==> config.mk <==
export PLATFORM = sky130hd
export DESIGN_NAME = div_result_fifo
export DESIGN_NICKNAME = d
export VERILOG_FILES = /design/src/rtl/div_result_fifo.sv
export SDC_FILE = /design/constraint.sdc
export NUM_CORES = 1
export LEC_CHECK = 0
export BUFFER_PORTS_ARGS = -buffer_cell sky130_fd_sc_hd__clkbuf_2
export CAP_MARGIN = 5
export CORE_AREA = 3 3 120 122
export DETAILED_ROUTE_END_ITERATION = 10
export DIE_AREA = 0 0 123 125
export PLACE_DENSITY = 0.71
export SETUP_SLACK_MARGIN = 0.4
export SLEW_MARGIN = 10
export SYNTH_ARGS = -nofsm -noshare
export SYNTH_HDL_FRONTEND = slang
export SYNTH_SLANG_ARGS = --single-unit
==> constraint.sdc <==
create_clock -name clk -period 8.9 [get_ports clk]
set_clock_uncertainty 0.15 [all_clocks]
set_input_delay 1.335 -clock clk [delete_from_list [all_inputs] [get_ports clk]]
set_output_delay 1.335 -clock clk [all_outputs]
set_load 0.01 [all_outputs]
==> src/rtl/div_result_fifo.sv <==
// Result buffer behind the signed divider. Each quotient beat is arithmetic-
// shifted and saturated to OUT_W bits, then queued in a first-word-fall-through
// FIFO. The divider cannot be stalled, so a beat that arrives while the FIFO is
// full and not draining is dropped, and the sticky overflow flag is raised.
//
// Output handshake: out_valid means the head entry on out_data/out_sat is
// meaningful. The head is consumed on a rising edge where out_valid and
// out_ready are both 1. out_data/out_sat stay stable until that happens.
// out_ready is ignored while out_valid is 0.
module div_result_fifo #(
    parameter int DEPTH     = 8,
    parameter int OUT_W     = 16,
    parameter int SHIFT     = 0,
    parameter int AF_MARGIN = 4
) (
    input  logic                       clk,
    input  logic                       reset,
    input  logic                       quo_valid,
    input  logic [39:0]                quo_data,
    output logic                       out_valid,
    input  logic                       out_ready,
    output logic [OUT_W-1:0]           out_data,
    output logic                       out_sat,
    output logic [$clog2(DEPTH):0]     count,
    output logic                       almost_full,
    output logic                       overflow
);

    localparam int PW       = $clog2(DEPTH);
    localparam int CW       = PW + 1;
    localparam int AF_LEVEL = DEPTH - AF_MARGIN;
    // With a zero threshold the flag is high even with an empty FIFO.
    localparam logic AF_RESET = (AF_LEVEL <= 0);

    // Saturation bounds in the 40-bit quotient domain. For OUT_W = 40 the
    // shift wraps, which still yields the correct full-width bounds.
    localparam logic signed [39:0] SAT_MAX = (40'sd1 <<< (OUT_W - 1)) - 40'sd1;
    localparam logic signed [39:0] SAT_MIN = -(40'sd1 <<< (OUT_W - 1));

    // Each entry holds {sat, data}.
    logic [OUT_W:0]     mem [DEPTH];
    logic [PW-1:0]      wr_ptr;
    logic [PW-1:0]      rd_ptr;
    logic [CW-1:0]      count_next;

    logic signed [39:0] shifted;
    logic [OUT_W-1:0]   conv_data;
    logic               conv_sat;

    logic               pop;
    logic               full;
    logic               wr_en;
    logic               drop;

    // Shift and clamp the incoming quotient into the narrow output format.
    always_comb begin
        shifted   = $signed(quo_data) >>> SHIFT;
        conv_data = shifted[OUT_W-1:0];
        conv_sat  = 1'b0;
        if (shifted > SAT_MAX) begin
            conv_data = {1'b0, {(OUT_W-1){1'b1}}};
            conv_sat  = 1'b1;
        end else if (shifted < SAT_MIN) begin
            conv_data = {1'b1, {(OUT_W-1){1'b0}}};
            conv_sat  = 1'b1;
        end
    end

    // Handshake decode: a full FIFO still accepts a beat when the head leaves
    // in the same cycle, since the freed slot is the one being written.
    always_comb begin
        pop   = out_valid & out_ready;
        full  = (count == CW'(DEPTH));
        wr_en = quo_valid & (~full | pop);
        drop  = quo_valid & full & ~pop;
        case ({wr_en, pop})
            2'b10:   count_next = count + CW'(1);
            2'b01:   count_next = count - CW'(1);
            default: count_next = count;
        endcase
    end

    // Storage and pointers; reset clears the array so the head reads as zero.
    always_ff @(posedge clk or posedge reset) begin
        if (reset) begin
            for (int i = 0; i < DEPTH; i++) begin
                mem[i] <= '0;
            end
            wr_ptr <= '0;
            rd_ptr <= '0;
        end else begin
            if (wr_en) begin
                mem[wr_ptr] <= {conv_sat, conv_data};
                wr_ptr      <= wr_ptr + PW'(1);
            end
            if (pop) begin
                rd_ptr <= rd_ptr + PW'(1);
            end
        end
    end

    // Occupancy and the status flags derived from it, all registered.
    always_ff @(posedge clk or posedge reset) begin
        if (reset) begin
            count       <= '0;
            out_valid   <= 1'b0;
            almost_full <= AF_RESET;
            overflow    <= 1'b0;
        end else begin
            count       <= count_next;
            out_valid   <= (count_next != '0);
            almost_full <= (int'(count_next) >= AF_LEVEL);
            if (drop) begin
                overflow <= 1'b1;
            end
        end
    end

    // Fall-through head: the entry at the read pointer is always visible.
    always_comb begin
        out_data = mem[rd_ptr][OUT_W-1:0];
        out_sat  = mem[rd_ptr][OUT_W];
    end

endmodule
==> key figures <==
Route
  – Drt wl/cell: 20.2 µm
  – Vias/cell: 6.18
  – Vias: 5369
  – Routed WL: 17.6 mm
  – DR DRC count: 0
  – Pre-antenna DRT Iters: 5
  – Antenna Nets Post-Route: 0
  – DRT iter0 DRCs: 576

Floorplan
  – Chip height: 125 µm
  – Die width: 123 µm
  – Starting Density: 0.560
  – Placement Rows: 42
  – Die area: 15400 µm²
  – Core area: 13300 µm²
  – I/O pin count: 68

Timing
  – RSZ-0062 raised after global routing: no
  – Final min period: 4170 ps
  – Final setup violation count: 0
  – Setup TNS: 0 ps
  – Worst setup margin: 4730 ps
  – Max Slew Vio Count: 0
  – Fin crit share: 0.469
  – Worst slew pin tran: roughly 1100 ps
  – Max Clk Rate: 0.240 GHz
  – Slew headroom: 0.276
  – Final hold violation count: 0
  – WHS: 305 ps

Synth
  – Seq/Total Area, Yosys: 0.501
  – EDFF count, synth: 0
  – Yosys cell types: 45
  – Synth warn: 0
  – Yosys top cell area share: 0.501
  – Ys flop type: dfrtp_1
  – Syn nets: 672
  – Synth Cell Area: 7440 µm²
  – Mapped Cells: 623
  – Syn avg cell area: 11.9 µm²
  – Area leader, netlist: dfrtp_1
  – FF+latch count, synth: 149
  – Async set-reset flop share out of synthesis: 1.00
  – Top cells by area, synth: dfrtp_1, o31ai_1, mux4_2

Clocking
  – Hold buffers post-CTS: 0
  – Clk sinks: 149
  – H-tree Lvls: 4
  – Postcts setup bufs: 0
  – Total CTS buffers: 17
  – Worst-path clk slew: 60 ps
  – CTS resizes: 0
  – Max clock buf depth: 2
  – TritonCTS clock tree: yes
  – Worst skew pair latency: 420 ps
  – Root buffer cell: clkbuf_16

Placement
  – Placer Congestion: 0.815
  – Post-DP HPWL: 10.4 mm
  – IO Port Bufs: 67
  – Area post-placement: 7900 µm²
  – DP Worst Slack: ~4900 ps

Power
  – Power, Total: ~3000 µW
  – Max VDD drop: a little over 0.0002 V
  – Leak Pwr: 0.00375 µW
  – Pwr/cell area: 356 nW/µm²

Run
  – Max-Cap Viols: 0

Critical path
  – Worst Path Required: 7410 ps
  – CP Max Fanout: 19
  – Critical path type: reg2out
  – Reg2reg end: out_valid
  – CP Capture Type: output pin
  – Type of origin of the critical path: register
  – Cell count of the worst reg-to-reg path: 9
  – Worst EP arrival: 2690 ps
  – R2R setup slack: 5830 ps
  – Crit Reg-Reg Startpoint: count[0]

Hold path
  – Worst Hold Class: reg2reg
  – HP Start: overflow
  – Hold Path Stages: 1
  – Hold EP: overflow

Layout
  – Diode count: 0
  – Multi-input logic area: 3480 µm²
  – Storage element area: 3730 µm²
  – # nets final: 729
  – # fillers: 1037
  – Design area: 8470 µm²
  – Area growth syn-to-layout: 13.9%
  – Layout cells sized above 1: 0.294

Global routing
  – Vias in the first global route: approximately 5500
  – GR peak layer: met2
  – First-pass GRT wire length: 28.7 mm
  – Initial antenna violation count: 0
  – Met3 usage in global routing: 0.0614
  – Gr ovfl total: 0
  – Largest net degree at the start of global routing: about 80
  – M1 GR Usage: 0.322
  – GRT met2 Usage: 0.399
  – GRT Util Overall: 0.241

Outcome
  – Status: complete, no violations
layout by cell type, fill, tap and decap left out, types with 4 or more instances in the layout:
cell type / netlist / final
clkbuf_16: 0 / 17
nor3_2: 5 / 5
nand2_1: 138 / 138
nor4_1: 5 / 5
nor2_1: 5 / 4
clkbuf_8: 1 / 5
nand4_1: 7 / 7
o211ai_2: 4 / 4
xnor2_1: 4 / 4
ha_1: 5 / 5
a31oi_4: 9 / 9
clkinv_2: 0 / 4
buf_4: 0 / 15
mux4_2: 34 / 34
mux2_2: 20 / 20
dfrtp_1: 149 / 148
o21ai_2: 3 / 4
o21ai_0: 19 / 19
nor3_4: 10 / 10
a31oi_1: 6 / 6
clkbuf_2: 0 / 67
o31ai_1: 120 / 120
sequential cells by signal, summed over array words and instances, names as in the netlist:
register / count
out_valid: 1
mem: 136
rd_ptr: 3
wr_ptr: 3
count: 4
overflow: 1
almost_full: 1
how the worst max path moves through the flow:
| stage | to | cells past startpoint | from |
|---|---|---|---|
| after floorplan | almost_full | 1 | reset |
| after global placement | out_valid | 10 | out_ready |
| after detailed placement | out_valid | 10 | out_ready |
| after CTS | out_data[15] | 4 | rd_ptr[0] |
| after global routing | out_data[15] | 4 | rd_ptr[0] |
| final | out_data[3] | 4 | rd_ptr[0] |
cell usage after synthesis (all sizes together) (2+ instances only):
library cell,number
dfrtp,149
nand2,138
o31ai,120
mux4,34
o21ai,23
buf,22
clkbuf,22
mux2,20
nor3,18
a31oi,15
nand4,8
nor4,6
ha,5
nor2,5
o211ai,5
inv,4
xnor2,4
and4b,3
nand3,3
nor2b,3
xor2,3
a21o,2
nor4bb,2
report_power, final:
group	total [µW]	leakage, µW	internal, µW	switching (µW)
Clock	692	0.000278	420	273
Combinational	1110	0.00161	576	533
Sequential	1220	0.00186	984	232
Total	3020	0.00375	1980	1040
metal layers:
metal  wire, µm  part of all wire  vias up
li1           -                 -     2481
met4        180             0.010        0
met5          0                 0        -
met2       8940              0.51      166
met3        912             0.052       20
met1       7530              0.43     2702
worst max-delay path, stage by stage, from the launching register on:
cell and delay, ps:
dfrtp_2 800, buf_4 480, mux4_2 560, mux2_2 300, clkbuf_2 140
metrics by stage:
stage / std cells / util
3_3_place_gp: 837 / 0.594
2_1_floorplan: 623 / -
6_report: 869 / 0.637
5_1_grt: 869 / 0.637
3_5_place_dp: 837 / 0.594
4_1_cts: 869 / 0.637
kinds of logic (layout without fill, tap and decap cells):
group                    count (synthesis)  after routing  synth area share
AO/OA/AOI/OAI                          168            168             0.182
XOR/XNOR                                 7              7           0.00824
adder cells (fa/ha/maj)                  5              5           0.00841
buffers and inverters                   48            118            0.0318
flip-flops                             149            149             0.501
multiplexers                            55             55             0.135
AND/OR/NAND/NOR                        191            191             0.134
cell type report:
class | count | share of cell area
Clock inverter | 8 | 0.00856
Multi-Input combinational cell | 426 | 0.411
Timing Repair Buffer | 82 | 0.0529
Inverter | 4 | 0.00236
Tap cell | 176 | 0.0260
Sequential cell | 149 | 0.440
Clock buffer | 24 | 0.0592
No activity file was read; power rests on OpenSTA's default activity.
